**config.mk**
```make
export PLATFORM = sky130hd
export DESIGN_NAME = modexp_hs_flat
export DESIGN_NICKNAME = d
export VERILOG_FILES = /design/src/rtl/rsa_defs.sv /design/src/rtl/modexp_hs_if.sv /design/src/rtl/modmul_serial.sv /design/src/rtl/modexp_hs.sv /design/src/flat_wrapper.sv
export SDC_FILE = /design/constraint.sdc
export NUM_CORES = 1
export LEC_CHECK = 0
export BUFFER_PORTS_ARGS = -buffer_cell sky130_fd_sc_hd__buf_4
export CORE_AREA = 2 2 104 106
export DETAILED_ROUTE_END_ITERATION = 8
export DIE_AREA = 0 0 106 108
export GPL_ROUTABILITY_DRIVEN = 0
export HOLD_SLACK_MARGIN = 0.06
export PLACE_DENSITY = 0.7
export SETUP_SLACK_MARGIN = 0.1
export SYNTH_ARGS = -nofsm -noshare
export SYNTH_HDL_FRONTEND = slang
export SYNTH_SLANG_ARGS = --single-unit
```
**constraint.sdc**
```tcl
create_clock -name clk -period 17 [get_ports clk]
set_clock_uncertainty 0.1 [all_clocks]
set_input_delay 0.85 -clock clk [delete_from_list [all_inputs] [get_ports clk]]
set_output_delay 0.85 -clock clk [all_outputs]
set_load 0.02 [all_outputs]
```
**src/rtl/rsa_defs.sv**
```systemverilog
// Shared definitions for the modexp family: FSM state encoding and the
// index-of-highest-set-bit helper used to seed the exponent scan.
package rsa_defs;

    typedef enum logic [2:0] {
        ST_IDLE,
        ST_LOAD,
        ST_SQ,
        ST_MUL,
        ST_FIN
    } state_t;

    // Position of the most significant 1; returns 0 for a zero input.
    function automatic int msb_idx(input logic [31:0] v);
        int idx;
        idx = 0;
        for (int i = 0; i < 32; i++) begin
            if (v[i]) idx = i;
        end
        return idx;
    endfunction

endpackage

```
**src/rtl/modexp_hs_if.sv**
```systemverilog
// Start/done handshake and operand bus of the modular-exponentiation engine.
interface modexp_hs_if #(
    parameter int N = 8
);
    logic         start;
    logic [N-1:0] c_in;
    logic [N-1:0] d;
    logic [N-1:0] n;
    logic         busy;
    logic         done;
    logic [N-1:0] m_out;
    logic         err;

    modport master (
        output start, c_in, d, n,
        input  busy, done, m_out, err
    );

    modport slave (
        input  start, c_in, d, n,
        output busy, done, m_out, err
    );
endinterface

```
**src/rtl/modmul_serial.sv**
```systemverilog
// Bit-serial modular multiplier p = a*b mod n (a, b < n), MSB of b first.
// The go cycle performs the first iteration, so rdy/p appear N cycles after go.
module modmul_serial #(
    parameter int N = 8
) (
    input  logic         clk,
    input  logic         rst,
    input  logic         go,
    input  logic [N-1:0] a,
    input  logic [N-1:0] b,
    input  logic [N-1:0] n,
    output logic         rdy,
    output logic [N-1:0] p
);
    localparam int CW = $clog2(N + 1);

    logic [N:0]    acc_reg;
    logic [N-1:0]  a_reg, b_reg, n_reg, p_reg;
    logic [CW-1:0] cnt_reg;
    logic          active_reg, rdy_reg;

    logic [N:0]    src_acc, src_a, src_n;
    logic          src_bit;
    logic [N:0]    dbl, dbl_red, sum, acc_step;

    // On go the iteration runs straight from the ports with a cleared accumulator.
    always_comb begin
        src_acc  = go ? '0 : acc_reg;
        src_a    = go ? {1'b0, a} : {1'b0, a_reg};
        src_n    = go ? {1'b0, n} : {1'b0, n_reg};
        src_bit  = go ? b[N-1] : b_reg[N-1];
        dbl      = {src_acc[N-1:0], 1'b0};
        dbl_red  = (dbl >= src_n) ? dbl - src_n : dbl;
        sum      = src_bit ? dbl_red + src_a : dbl_red;
        acc_step = (sum >= src_n) ? sum - src_n : sum;
    end

    always_ff @(posedge clk) begin
        if (rst) begin
            acc_reg    <= '0;
            a_reg      <= '0;
            b_reg      <= '0;
            n_reg      <= '0;
            p_reg      <= '0;
            cnt_reg    <= '0;
            active_reg <= 1'b0;
            rdy_reg    <= 1'b0;
        end else begin
            rdy_reg <= 1'b0;
            if (go) begin
                acc_reg <= acc_step;
                a_reg   <= a;
                b_reg   <= b << 1;
                n_reg   <= n;
                cnt_reg <= CW'(N - 1);
                if (N == 1) begin
                    rdy_reg    <= 1'b1;
                    p_reg      <= acc_step[N-1:0];
                    active_reg <= 1'b0;
                end else begin
                    active_reg <= 1'b1;
                end
            end else if (active_reg) begin
                acc_reg <= acc_step;
                b_reg   <= b_reg << 1;
                cnt_reg <= cnt_reg - CW'(1);
                if (cnt_reg == CW'(1)) begin
                    active_reg <= 1'b0;
                    rdy_reg    <= 1'b1;
                    p_reg      <= acc_step[N-1:0];
                end
            end
        end
    end

    assign rdy = rdy_reg;
    assign p   = p_reg;
endmodule

```
**src/rtl/modexp_hs.sv**
```systemverilog
// Handshaked left-to-right square-and-multiply engine: m_out = c_in^d mod n.
// Latency depends on the exponent; busy/done frame each accepted request.
module modexp_hs
    import rsa_defs::*;
#(
    parameter int N = 8
) (
    input  logic        clk,
    input  logic        rst,
    modexp_hs_if.slave  bus
);
    localparam int KW = (N > 1) ? $clog2(N) : 1;

    state_t        state_reg;
    logic          start_reg;
    logic [N-1:0]  c_reg, d_reg, n_reg, r_reg, m_out_reg;
    logic [KW-1:0] k_reg;
    logic          err_flag_reg;
    logic          busy_reg, done_reg, err_reg, go_reg;

    logic          mul_rdy;
    logic [N-1:0]  mul_p, mul_b;
    logic [KW-1:0] top_bit;

    assign top_bit = KW'(msb_idx(32'(d_reg)));
    assign mul_b   = (state_reg == ST_MUL) ? c_reg : r_reg;

    modmul_serial #(.N(N)) u_mul (
        .clk (clk),
        .rst (rst),
        .go  (go_reg),
        .a   (r_reg),
        .b   (mul_b),
        .n   (n_reg),
        .rdy (mul_rdy),
        .p   (mul_p)
    );

    always_ff @(posedge clk) begin
        if (rst) begin
            state_reg    <= ST_IDLE;
            start_reg    <= 1'b0;
            c_reg        <= '0;
            d_reg        <= '0;
            n_reg        <= '0;
            r_reg        <= '0;
            k_reg        <= '0;
            err_flag_reg <= 1'b0;
            busy_reg     <= 1'b0;
            done_reg     <= 1'b0;
            err_reg      <= 1'b0;
            m_out_reg    <= '0;
            go_reg       <= 1'b0;
        end else begin
            done_reg  <= 1'b0;
            go_reg    <= 1'b0;
            start_reg <= 1'b0;
            unique case (state_reg)
                // A sampled start is held one cycle so busy rises one edge later.
                ST_IDLE: begin
                    if (start_reg) begin
                        state_reg <= ST_LOAD;
                        busy_reg  <= 1'b1;
                    end else if (bus.start) begin
                        start_reg <= 1'b1;
                        c_reg     <= bus.c_in;
                        d_reg     <= bus.d;
                        n_reg     <= bus.n;
                    end
                end
                ST_LOAD: begin
                    err_flag_reg <= 1'b0;
                    if (n_reg < N'(2) || c_reg >= n_reg) begin
                        err_flag_reg <= 1'b1;
                        r_reg        <= '0;
                        state_reg    <= ST_FIN;
                    end else if (d_reg == '0) begin
                        r_reg     <= N'(1);
                        state_reg <= ST_FIN;
                    end else begin
                        r_reg <= c_reg;
                        if (top_bit == '0) begin
                            state_reg <= ST_FIN;
                        end else begin
                            k_reg     <= top_bit - KW'(1);
                            state_reg <= ST_SQ;
                            go_reg    <= 1'b1;
                        end
                    end
                end
                ST_SQ: begin
                    if (mul_rdy) begin
                        r_reg <= mul_p;
                        if (d_reg[k_reg]) begin
                            state_reg <= ST_MUL;
                            go_reg    <= 1'b1;
                        end else if (k_reg == '0) begin
                            state_reg <= ST_FIN;
                        end else begin
                            k_reg  <= k_reg - KW'(1);
                            go_reg <= 1'b1;
                        end
                    end
                end
                ST_MUL: begin
                    if (mul_rdy) begin
                        r_reg <= mul_p;
                        if (k_reg == '0) begin
                            state_reg <= ST_FIN;
                        end else begin
                            k_reg     <= k_reg - KW'(1);
                            state_reg <= ST_SQ;
                            go_reg    <= 1'b1;
                        end
                    end
                end
                ST_FIN: begin
                    m_out_reg <= r_reg;
                    err_reg   <= err_flag_reg;
                    done_reg  <= 1'b1;
                    busy_reg  <= 1'b0;
                    state_reg <= ST_IDLE;
                end
                default: state_reg <= ST_IDLE;
            endcase
        end
    end

    assign bus.busy  = busy_reg;
    assign bus.done  = done_reg;
    assign bus.m_out = m_out_reg;
    assign bus.err   = err_reg;
endmodule
```
**src/flat_wrapper.sv**
```systemverilog
// flat-port wrapper written by rule: the top's interface ports become plain ports
module modexp_hs_flat import rsa_defs::*;
#(
    parameter int N = 8
)
  (clk, rst, bus_start, bus_c_in, bus_d, bus_n, bus_busy, bus_done, bus_m_out, bus_err);
  modexp_hs_if #(.N(N)) bus_i ();
  input  logic clk;
  input  logic rst;
  input wire logic [$bits(bus_i.start)-1:0] bus_start;
  input wire logic [$bits(bus_i.c_in)-1:0] bus_c_in;
  input wire logic [$bits(bus_i.d)-1:0] bus_d;
  input wire logic [$bits(bus_i.n)-1:0] bus_n;
  output wire logic [$bits(bus_i.busy)-1:0] bus_busy;
  output wire logic [$bits(bus_i.done)-1:0] bus_done;
  output wire logic [$bits(bus_i.m_out)-1:0] bus_m_out;
  output wire logic [$bits(bus_i.err)-1:0] bus_err;
  assign bus_i.start = bus_start;
  assign bus_i.c_in = bus_c_in;
  assign bus_i.d = bus_d;
  assign bus_i.n = bus_n;
  assign bus_busy = bus_i.busy;
  assign bus_done = bus_i.done;
  assign bus_m_out = bus_i.m_out;
  assign bus_err = bus_i.err;
  modexp_hs #(.N(N)) u_core (.clk(clk), .rst(rst), .bus(bus_i));
endmodule
```
==> Word level (Yosys, flattened, before mapping) <==
Cells that the tools add are included.
W data, S select, Z words.
{ "totals": {"register_bits": 97, "in_bits": 27, "out_inout_bits": 11, "word_cells": 132} }
{ "classes": {"add_sub_neg": 6, "order_cmp": 5, "eq_ne": 14, "muxes": 62, "bitwise_logic": 4, "reduce_logical": 19} }
{ "ops": {"columns": ["cell", "n"], "rows": [
  ["$mux W8", 12],
  ["$mux W3", 22],
  ["$ge A9 B8 Y1", 2],
  ["$mux W1", 18],
  ["$mux W9", 2],
  ["$pmux W8 S2", 1],
  ["$ne A2 B2 Y1 const B", 6],
  ["$pmux W3 S4", 1],
  ["$add A9 B8 Y9", 1],
  ["$logic_not A3 Y1", 3],
  ["$pmux W3 S3", 1],
  ["$sub A9 B8 Y9", 1],
  ["$ge A8 B8 Y1", 1],
  ["$logic_not A8 Y1", 1],
  ["$lt A8 B2 Y1 const B", 1],
  ["$sub A8 B8 Y8", 1],
  ["$reduce_and A7 Y1", 1],
  ["$eq A3 B2 Y1 const B", 2],
  ["$reduce_and A3 Y1", 2],
  ["$reduce_bool A2 Y1", 3],
  ["$reduce_or A3 Y1", 2],
  ["$sub A3 B1 Y3 const B", 2],
  ["$eq A4 B1 Y1 const B", 1],
  ["$lt A3 B4 Y1 const B", 1],
  ["other kinds (15)", 22]
]} }

==> Depth between registers and ports, before layout <==
Gate-level depths: netlist of the first run.
{ "logic_depth": {"ltp_word": 12, "mapped_depth": 28, "mapped_depth_nobuf": 23} }

==> Hierarchy <==
A second synthesis of the first run with hierarchy kept.
{ "unflattened": {"cells_unflattened": 681, "area_unflattened_um2": 5858.1} }
{ "by_module_without_submodules": {"columns": ["module", "instances", "cells_per_inst", "area_each_um2", "seq_area_each_um2"], "rows": [
  ["modmul_serial", 1, 384, 3295.7, 900.9],
  ["modexp_hs", 1, 297, 2562.5, 1041.0]
]} }

==> Least setup slack after synthesis of the first run <==
OpenSTA, ideal clock, no wires.
{ "synth_timing": {"kind": "reg-to-reg", "startpoint": "reg u_core.go_reg", "endpoint": "reg u_core.u_mul.acc_reg[7]", "setup_ns": 0.120, "t_arrival_ns": 5.857, "slack_ns": 10.923, "path_stages_with_launch": 29, "synth_period_minus_slack_ns": 6.077, "path_cell_list": "dfxtp_1 buf_6 clkbuf_1 buf_1 clkbuf_1 mux2i_1 ha_1 a21oi_1 o211ai_4 a32oi_4 nand2_2 mux2_2 inv_1 ha_1 a211oi_1 o21bai_1 a2111o_1 o311ai_0 xnor2_1 mux2_2 ha_1 nand4_1 nor2_1 nor2_1 o21ai_0 a21oi_2 buf_6 and2_1 o31a_1"} }
{ "synth_via": {"elab_chain_cells": 9} }
{ "synth_rtl": {"columns": ["item", "line_no", "source"], "rows": [
  ["from (decl)", "modexp_hs.sv:19", "logic busy_reg, done_reg, err_reg, go_reg;"],
  ["from (signal assigned)", "modexp_hs.sv:53", "go_reg <= 1'b0;"],
  ["from (signal assigned)", "modexp_hs.sv:56", "go_reg <= 1'b0;"],
  ["from (signal assigned)", "modexp_hs.sv:87", "go_reg <= 1'b1;"],
  ["$mux W8 (on tied branches)", "modmul_serial.sv:30, modmul_serial.sv:28", null],
  ["$sub A9 B8 Y9 / $ge A9 B8 Y1 (equally long branches)", "modmul_serial.sv:33", "dbl_red = (dbl >= src_n) ? dbl - src_n : dbl;"],
  ["$mux W9", "modmul_serial.sv:33", null],
  ["$add A9 B8 Y9", "modmul_serial.sv:34", "sum = src_bit ? dbl_red + src_a : dbl_red;"],
  ["$mux W9", "modmul_serial.sv:34", null],
  ["$sub A8 B8 Y8 / $ge A9 B8 Y1 (equally long branches)", "modmul_serial.sv:35", "acc_step = (sum >= src_n) ? sum - src_n : sum;"],
  ["$mux W8", "modmul_serial.sv:35", null],
  ["$mux W8", "modmul_serial.sv:63", "end else if (active_reg) begin"],
  ["$mux W8", "modmul_serial.sv:50", "if (go) begin"],
  ["to (signal assigned)", "modmul_serial.sv:51", "acc_reg <= acc_step;"],
  ["to (signal assigned)", "modmul_serial.sv:64", "acc_reg <= acc_step;"],
  ["to (decl)", "modmul_serial.sv:17", "logic [N:0] acc_reg;"]
]} }
Parallel ways exist; a longest one is shown, timed or not. The select of a mux whose other input is x is not followed.
A chain may end at the register's enable or synchronous reset.

==> Final worst setup path of the first run <==
{ "layout_timing": {"startpoint": "reg u_core.go_reg", "endpoint": "reg u_core.u_mul.p_reg[3] (netlist: u_core.u_mul.p[3])"} }
{ "layout_via": {"elab_chain_cells": 7} }
{ "layout_rtl": {"columns": ["item", "line_no", "source"], "rows": [
  ["$mux W8 (on tied branches)", "modmul_serial.sv:30, modmul_serial.sv:28", null],
  ["$sub A9 B8 Y9 / $ge A9 B8 Y1 (equally long branches)", "modmul_serial.sv:33", null],
  ["$mux W9", "modmul_serial.sv:33", null],
  ["$add A9 B8 Y9", "modmul_serial.sv:34", null],
  ["$mux W9", "modmul_serial.sv:34", null],
  ["$sub A8 B8 Y8 / $ge A9 B8 Y1 (equally long branches)", "modmul_serial.sv:35", null],
  ["$mux W8", "modmul_serial.sv:35", null],
  ["to (signal assigned)", "modmul_serial.sv:58", "p_reg <= acc_step[N-1:0];"],
  ["to (signal assigned)", "modmul_serial.sv:70", "p_reg <= acc_step[N-1:0];"],
  ["to (decl)", "modmul_serial.sv:18", "logic [N-1:0] a_reg, b_reg, n_reg, p_reg;"]
]} }
Parallel ways exist; a longest one is shown, timed or not.

==> results of run 1 <==
-- report_power, final --
part	switching [W]	leakage, nW	internal, W
Sequential	0.0000192	0.787	0.000240
Clock	0.0000879	0.104	0.0000711
Combinational	0.0000603	1.53	0.0000436
-- cell usage after synthesis (all sizes together) (9+ instances only) --
master	n
dfxtp	97
clkbuf	26
nor2b	27
mux2	20
nand2	76
a211oi	26
nor2	63
a21oi	51
mux2i	20
xnor2	13
a22o	9
a21o	11
inv	26
ha	36
nor3	11
o21ai	23
-- per-layer routing --
layer  vias to the layer above  global-route usage  part of all wire
met3                        23              0.0356             0.040
li1                       2325                   -                 -
met4                         0              0.0695             0.017
met5                         -                   0                 0
met2                       124               0.383              0.46
met1                      2204               0.336              0.48
-- logic make-up after synthesis --
kind of cell,after synthesis,share of synthesized area
AO/OA/AOI/OAI,169,0.213
XOR/XNOR,17,0.0270
adder cells (fa/ha/maj),39,0.0926
buffers and inverters,59,0.0436
flip-flops,97,0.352
multiplexers,42,0.0861
AND/OR/NAND/NOR,217,0.186
-- worst max-delay path, cell delays in order (launching register included) --
cell and delay [ns]:
dfxtp_1 0.32, buf_4 0.44, mux2i_1 0.47, ha_1 0.38, a21oi_1 0.34, o211ai_4 0.15
a32oi_4 0.31, nand2_2 0.16, mux2_2 0.34, inv_1 0.07, ha_1 0.24, a21o_1 0.19
a21oi_1 0.17, xnor2_1 0.09, mux2_2 0.31, ha_1 0.35, o21a_1 0.14, o31a_1 0.12
o31a_1 0.28, nor3_1 0.20, o21ai_0 0.15, a21oi_2 0.49, mux2i_1 0.33, a211oi_1 0.10
-- cell type report --
cell class | instances | area, um^2
clock buffers | 9 | 124
multi-input cells | 484 | 3330
repair buffers | 41 | 308
well taps | 136 | 170
flip-flops and latches | 97 | 1940
clock inverters | 7 | 86.3
inverters | 27 | 103
fillers | 920 | 4170
-- per-stage QoR --
stage               worst slack (ns)  instance area [um^2]  cells  utilization  hold slack [ns]
floorplan                      10.92                  5510    640            -            0.343
global placement               10.90                  5850    785        0.572            0.364
detailed placement             10.74                  5850    785        0.572            0.366
CTS                            10.67                  6060    801        0.592            0.380
global route                   10.08                  6060    801        0.592            0.407
finish                         10.58                  6060    801        0.592            0.378
-- final timing paths --
| kind | from | end | slack, ns | depth (start not counted) |
|---|---|---|---|---|
| hold / removal | u_core.c_reg[0]$_SDFFE_PP0P_ | u_core.c_reg[0]$_SDFFE_PP0P_ | 0.38 | 2 |
| hold reg to reg | u_core.c_reg[0]$_SDFFE_PP0P_ | u_core.c_reg[0]$_SDFFE_PP0P_ | 0.38 | 2 |
| setup / recovery | u_core.go_reg$_SDFF_PP0_ | u_core.u_mul.p[3]$_SDFFE_PP0P_ | 10.58 | 23 |
| setup reg to reg | u_core.go_reg$_SDFF_PP0_ | u_core.u_mul.p[3]$_SDFFE_PP0P_ | 10.58 | 23 |
==> flow_metrics.py, run 1 <==
metrics = {
    "outcome": {
        "status": "finished, final reports clean",
    },
    "timing": {
        "drv_slew": 0,
        "hold_violations": 0,
        "tns_ns": 0,
        "worst_pin_slew_ns": 0.905,
        "fin_crit_sh": 0.378,
        "setup_viol": 0,
        "relSlewSlack": 0.396,
        "rsz0062_at_grt": "false",
        "timing.fmax_mhz": 156,
        "finalCriticalPeriod_ns": 6.42,
    },
    "routing": {
        "drtIter0Drc": 327,
        "firstDrtPassIters": 5,
        "postRouteAntennaNets": 0,
        "viasPerCell": 5.84,
        "route.detailed.drc": 0,
        "wirelength_um": 13100,
        "vias": 4676,
        "wl_per_cell_um": 16.4,
    },
    "job": {
        "maxCapViolCount": 0,
    },
    "power_and_ir_drop": {
        "p_total_w": 0.000522,
        "vdd_drop_max_mv": 0.0617,
        "power.density_mw_per_mm2": 86.2,
        "power.leakage_nw": 2.42,
    },
    "clock_tree": {
        "cts_setup_buffers": 0,
        "cts_tree": "yes",
        "cts_sinks": 97,
        "clock_tree.buffer_depth": 2,
        "holdBufCountCts": 0,
        "root_buffer": "clkbuf_8",
        "clk_latency_ns": 0.37,
        "cts_resized": 0,
        "cts_max_level": 3,
        "clk_pin_slew_worst_paths_ns": 0.10,
        "numCtsBuffers": 9,
    },
    "layout": {
        "final_cell_mix": "dfxtp_1, nand2_1, nor2_1",
        "drive_gt1_frac": 0.135,
        "num_antenna_cells": 0,
        "areaGrowthSynthToFinish_pct": 9.99,
        "final_common_cell": "dfxtp_1",
        "final_net_count": 726,
    },
    "floorplanning": {
        "die_h_um": 108,
        "die-area_mm2": 0.0114,
        "start_util": 0.539,
        "row_count": 37,
        "core_mm2": 0.0102,
        "dieWidth_um": 106,
        "io_pins": 38,
    },
    "synth": {
        "avgSynthCellArea_um2": 8.61,
        "ys_seq_elements": 97,
        "yosys.area.top_type": "dfxtp_1",
        "syn-num-nets": 706,
        "synth_edf_count": 0,
        "syn_area_mm2": 0.00551,
        "synth.top_cell.area_share": 0.352,
        "synth_ff_type": "dfxtp_1",
        "synth_cells": 640,
        "ys_types": 65,
        "synth-async-reset-ratio": 0,
        "seq_area_frac_synth": 0.352,
        "synth_area_leaders": "dfxtp_1, ha_1, nand2_1",
        "yosysWarnings": 0,
    },
    "global_route": {
        "grt_pass1_vias": 4441,
        "grt_max_degree": 91,
        "grt_overflow": 0,
        "antenna_found_initial": 0,
        "grt_pass1_wl_um": 21800,
        "track_usage": 0.239,
    },
    "place": {
        "portBuffers": 37,
        "place_hpwl_um": 9810,
    },
    "worst_setup_path": {
        "crit_path_start_kind": "register",
        "endpoint_kind": "register",
        "required_ns": 17.11,
        "cp.arrival_ns": 6.53,
        "critPathMaxFanout": 43,
        "worstSetupPathType": "register to register",
    },
    "worst_hold_path": {
        "holdCritPathClass": "register to register",
    },
}
Power figures use the tool's default switching activity.
==> run 2: changes to the inputs <==
- PLACE_DENSITY: 0.7 -> 0.73
- clock period: 17 -> 5.5 ns (I/O delays scaled with it)
==> flow_metrics.py, run 2 (synthesis gave the netlist of run 1 again) <==
metrics = {
    "outcome": {
        "status": "finished, final reports clean",
    },
    "clock_tree": {
        "cts_max_level": 3,
        "root_buffer": "clkbuf_8",
        "cts_tree": "yes",
        "cts_sinks": 97,
        "clock_tree.buffer_depth": 2,
        "numCtsBuffers": 9,
        "clk_pin_slew_worst_paths_ns": 0.10,
        "clk_latency_ns": 0.37,
    },
    "layout": {
        "final_cell_mix": "dfxtp_1, nand2_1, nor2_1",
        "final_net_count": 772,
        "num_antenna_cells": 0,
        "n_fill_cell": 818,
        "drive_gt1_frac": 0.207,
        "areaGrowthSynthToFinish_pct": 22.1,
        "final_common_cell": "dfxtp_1",
        "fin_cells": 847,
    },
    "global_route": {
        "track_usage": 0.245,
        "grt_pass1_vias": 4449,
        "grt_pass1_wl_um": 22200,
        "grt_max_degree": 91,
        "antenna_found_initial": 0,
        "grt_overflow": 0,
    },
    "worst_hold_path": {
        "holdCritPathClass": "input port to register",
    },
    "floorplanning": {
        "start_util": 0.539,
        "die-area_mm2": 0.0114,
        "die_h_um": 108,
        "row_count": 37,
        "core_mm2": 0.0102,
        "io_pins": 38,
        "dieWidth_um": 106,
    },
    "worst_setup_path": {
        "crit_path_start_kind": "register",
        "cp.arrival_ns": 5.33,
        "critPathMaxFanout": 6,
        "endpoint": "u_core.u_mul.acc_reg[5]$_SDFFE_PP0P_",
        "reg2reg_from": "u_core.go_reg$_SDFF_PP0_",
        "worstSetupPathType": "register to register",
        "timing.rr.end": "u_core.u_mul.acc_reg[5]$_SDFFE_PP0P_",
        "reg2reg_setup_slack_ns": 0.29,
        "required_ns": 5.62,
        "critPathLaunch": "u_core.go_reg$_SDFF_PP0_",
        "reg2regPathDepth": 21,
        "endpoint_kind": "register",
    },
    "job": {
        "maxCapViolCount": 0,
    },
    "timing": {
        "drv_slew": 0,
        "finalCriticalPeriod_ns": 5.21,
        "fin_ws_ns": 0.293,
        "timing.fmax_mhz": 192,
        "hold_violations": 0,
        "relSlewSlack": 0.396,
        "fin_crit_sh": 0.947,
        "worst_pin_slew_ns": 0.906,
        "rsz0062_at_grt": "false",
        "setup_viol": 0,
    },
    "power_and_ir_drop": {
        "power.density_mw_per_mm2": 245,
        "vdd_drop_max_mv": 0.148,
        "power.leakage_nw": 2.69,
    },
    "place": {
        "place_ws_ns": -0.0166,
        "portBuffers": 37,
        "placed_cells": 797,
        "place_hpwl_um": 9800,
    },
    "routing": {
        "drtIter0Drc": 351,
        "wl_per_cell_um": 16.5,
        "route.detailed.drc": 0,
        "vias": 4837,
        "firstDrtPassIters": 5,
        "wirelength_um": 14000,
        "viasPerCell": 5.71,
        "postRouteAntennaNets": 0,
    },
}
==> run 2: changes by cell type in the layout (fill, tap and decap cells not counted), sizes merged <==
| cell | previous run | this run |
|---|---|---|
| buf | 41 | 65 |
| clkinvlp | 1 | 2 |
| clkinv | 3 | 2 |
| dlygate4sd3 | 0 | 22 |
==> run 2: worst max-delay path, stage by stage (launching register included) <==
cell      delay [ns]
dfxtp_4         0.41
buf_12          0.13
mux2i_4         0.29
ha_4            0.26
a21o_1          0.18
a21o_1          0.19
a32oi_4         0.21
nand2_4         0.11
mux2_4          0.33
fa_1            0.42
xnor2_1         0.14
mux2_2          0.32
ha_1            0.36
o21a_1          0.21
o31a_1          0.12
o31a_1          0.29
nor3_2          0.16
o21ai_1         0.11
a21oi_2         0.16
buf_6           0.19
mux2i_2         0.26
a211oi_1        0.10
==> run 2: through the flow <==
stage / util / hold slack [ns] / setup TNS, ns / total power [W] / instance area, um^2
6_report: 0.658 / 0.0783 / 0 / 0.00165 / 6730
4_1_cts: 0.632 / 0.0697 / 0 / 0.00163 / 6460
2_1_floorplan: - / 0.311 / 0 / 0.00104 / 5600
5_1_grt: 0.658 / 0.0779 / 0 / 0.00173 / 6730
3_3_place_gp: 0.586 / 0.355 / 0 / 0.00112 / 6000
3_5_place_dp: 0.586 / 0.361 / -0.0166 / 0.00114 / 6000
==> run 2: worst min-delay path by stage <==
stage	from	endpoint	slack, ns	cells past startpoint
global placement	u_core.err_flag_reg$_SDFFE_PP0P_	u_core.bus.err$_SDFFE_PP0P_	0.36	1
CTS	bus_n[7]	u_core.n_reg[7]$_SDFFE_PP0P_	0.07	3
detailed placement	u_core.err_flag_reg$_SDFFE_PP0P_	u_core.bus.err$_SDFFE_PP0P_	0.36	1
global route	bus_n[7]	u_core.n_reg[7]$_SDFFE_PP0P_	0.08	3
finish	bus_n[7]	u_core.n_reg[7]$_SDFFE_PP0P_	0.08	3
floorplan	bus_d[0]	u_core.d_reg[0]$_SDFFE_PP0P_	0.31	2
==> run 2: area by class of cell <==
class | instances | area, um^2 | share of cell area
clock buffer | 9 | 124 | 0.0184
clock inverter | 7 | 78.8 | 0.0117
inverter | 27 | 104 | 0.0154
multi-input combinational | 484 | 3580 | 0.532
sequential | 97 | 1950 | 0.289
tap | 136 | 170 | 0.0253
timing repair buffer | 87 | 726 | 0.108
==> run 2: metal layers <==
| metal | up-vias | GRT usage | wire, um |
|---|---|---|---|
| met3 | 31 | 0.0344 | 689 |
| met4 | 0 | 0.0921 | 369 |
| li1 | 2420 | - | - |
| met2 | 134 | 0.391 | 6560 |
| met5 | - | 0 | 0 |
| met1 | 2252 | 0.339 | 6360 |
==> run 2: what timing repair did <==
action,CTS,global route
gates resized for setup,8,35
buffers inserted,2,9
cloned,0,1
endpoints found under the hold margin,22,0
pin swaps,0,6
setup endpoints to repair,15,16
hold buffers,22,0
==> run 2: power by group <==
group          internal, W  switching [W]
Sequential        0.000742      0.0000610
Clock             0.000215       0.000271
Combinational     0.000158       0.000200
Total              0.00111       0.000532
==> run 3: changes to the inputs <==
- PLACE_DENSITY: 0.73 -> 0.8
- clock period: 5.5 -> 6.15 ns (I/O delays scaled with it)
==> flow_metrics.py, run 3 (synthesis gave the netlist of run 1 again) <==
metrics = {
    "floorplanning": {
        "row_count": 37,
        "start_util": 0.539,
        "die_h_um": 108,
        "dieWidth_um": 106,
        "die-area_mm2": 0.0114,
        "io_pins": 38,
        "core_mm2": 0.0102,
    },
    "global_route": {
        "grt_pass1_vias": 4438,
        "met1_usage": 0.314,
        "grt_max_degree": 91,
        "grt_pass1_wl_um": 21900,
        "busiest_layer": "met2",
        "antenna_found_initial": 0,
        "track_usage": 0.238,
        "use_met2": 0.398,
        "grt_overflow": 0,
        "met3_usage": 0.0392,
    },
    "clock_tree": {
        "cts_sinks": 97,
        "root_buffer": "clkbuf_8",
        "cts_max_level": 3,
        "holdBufCountCts": 0,
        "clk_pin_slew_worst_paths_ns": 0.10,
        "clk_latency_ns": 0.37,
        "numCtsBuffers": 9,
        "cts_tree": "yes",
        "clock_tree.buffer_depth": 2,
    },
    "timing": {
        "drv_slew": 0,
        "relSlewSlack": 0.411,
        "finalCriticalPeriod_ns": 5.84,
        "rsz0062_at_grt": "false",
        "setup_viol": 0,
        "fin_crit_sh": 0.950,
        "hold_violations": 0,
        "timing.fmax_mhz": 171,
        "fin_ws_ns": 0.310,
        "worst_pin_slew_ns": 0.883,
        "tns_ns": 0,
    },
    "layout": {
        "drive_gt1_frac": 0.145,
        "finish.utilization": 0.597,
        "n_fill_cell": 880,
        "final_common_cell": "dfxtp_1",
        "final_net_count": 730,
        "multi_input_area_mm2": 0.00334,
        "areaGrowthSynthToFinish_pct": 10.8,
        "num_antenna_cells": 0,
        "final_cell_mix": "dfxtp_1, nand2_1, nor2_1",
        "seq_area_mm2": 0.00194,
    },
    "outcome": {
        "status": "finished, final reports clean",
    },
    "power_and_ir_drop": {
        "vdd_drop_max_mv": 0.180,
        "power.leakage_nw": 2.44,
        "pwr-share-clk": 0.291,
        "pwr-share-seq": 0.503,
        "power.switching_w": 0.000461,
        "p_comb_frac": 0.206,
        "p_int_w": 0.000962,
        "power.density_mw_per_mm2": 233,
        "netSwitchingFraction": 0.324,
    },
    "place": {
        "place_hpwl_um": 9980,
        "place_ws_ns": 0.0975,
        "portBuffers": 37,
    },
    "routing": {
        "route.detailed.drc": 0,
        "viasPerCell": 5.90,
        "wl_per_cell_um": 16.6,
        "vias": 4752,
        "firstDrtPassIters": 4,
        "postRouteAntennaNets": 0,
        "wirelength_um": 13300,
        "drtIter0Drc": 329,
    },
    "worst_setup_path": {
        "reg2reg_from": "u_core.go_reg$_SDFF_PP0_",
        "critPathMaxFanout": 11,
        "reg2regPathDepth": 24,
        "endpoint_kind": "register",
        "worstSetupPathType": "register to register",
        "cp.arrival_ns": 5.95,
        "required_ns": 6.26,
        "timing.rr.end": "u_core.u_mul.p[3]$_SDFFE_PP0P_",
        "crit_path_start_kind": "register",
        "reg2reg_setup_slack_ns": 0.31,
    },
    "worst_hold_path": {
        "min_from": "bus_c_in[3]",
        "whs_endpoint": "u_core.c_reg[3]$_SDFFE_PP0P_",
        "hold_path_depth": 3,
        "holdCritPathClass": "input port to register",
    },
    "job": {
        "maxCapViolCount": 0,
    },
}
run 3: changes by cell type in the layout (fill, tap and decap cells not counted), moves of 4 or more:
| cell | change |
|---|---|
| a21oi_1 | +4 |
| a21oi_2 | -5 |
| buf_4 | -17 |
| dlygate4sd3_1 | -22 |
| ha_1 | +7 |
| ha_4 | -6 |
| mux2i_1 | +10 |
| mux2i_4 | -8 |
run 3: layer usage:
metal	vias to the layer above	share of wire
met2	167	0.47
met3	26	0.054
li1	2342	-
met5	-	0
met1	2217	0.46
met4	0	0.024
run 3: layout make-up:
type | count | share of cell area
clock buffer | 11 | 0.0248
clock inverter | 5 | 0.00738
inverter | 27 | 0.0168
multi-input combinational | 484 | 0.548
sequential | 97 | 0.318
tap | 136 | 0.0279
timing repair buffer | 45 | 0.0574
run 3: metrics by stage:
step	instances	instance area, um^2	power, W	hold slack [ns]
after detailed placement	788	5870	0.00101	0.370
after global routing	805	6110	0.00149	0.0691
final	805	6110	0.00142	0.0784
after global placement	788	5870	0.00100	0.358
after CTS	804	6080	0.00142	0.0692
after floorplan	640	5510	0.000931	0.343
run 3: how the worst max path moves through the flow:
stage / startpoint / to / slack [ns] / cells past startpoint
finish: u_core.go_reg$_SDFF_PP0_ / u_core.u_mul.p[3]$_SDFFE_PP0P_ / 0.31 / 24
global placement: u_core.go_reg$_SDFF_PP0_ / u_core.u_mul.p[3]$_SDFFE_PP0P_ / 0.27 / 23
detailed placement: u_core.go_reg$_SDFF_PP0_ / u_core.u_mul.p[3]$_SDFFE_PP0P_ / 0.1 / 18
floorplan: u_core.go_reg$_SDFF_PP0_ / u_core.u_mul.acc_reg[7]$_SDFFE_PP0P_ / 0.20 / 28
global route: u_core.go_reg$_SDFF_PP0_ / u_core.u_mul.p[3]$_SDFFE_PP0P_ / 0.08 / 24
CTS: u_core.go_reg$_SDFF_PP0_ / u_core.u_mul.p[3]$_SDFFE_PP0P_ / 0.17 / 18
run 3: power groups by stage:
stage	clock network (W)	registers, W	logic, W
after global routing	0.000443	0.000720	0.000331
after floorplan	0	0.000705	0.000226
after global placement	0	0.000726	0.000274
after detailed placement	0	0.000727	0.000286
after CTS	0.000420	0.000713	0.000288
final	0.000414	0.000715	0.000294
run 3: critical path, cell delays in order (launching register included):
cell	delay (ns)
dfxtp_2	0.50
mux2i_1	0.48
ha_1	0.39
a21o_1	0.20
a21o_1	0.20
a32oi_4	0.24
nand2_2	0.17
mux2_2	0.34
inv_1	0.06
ha_1	0.23
a211oi_1	0.26
o21bai_1	0.14
a2111o_1	0.42
o311ai_0	0.14
xnor2_1	0.11
mux2_2	0.29
ha_1	0.30
nand4_1	0.10
nor2_1	0.04
nor2_1	0.07
o21ai_0	0.14
a21oi_4	0.18
buf_12	0.15
mux2i_1	0.28
a211oi_1	0.12
run 3: repair_timing:
action / in CTS / in global routing
buffers inserted: 0 / 1
gates resized for setup: 1 / 3
setup endpoints to repair: 6 / 16
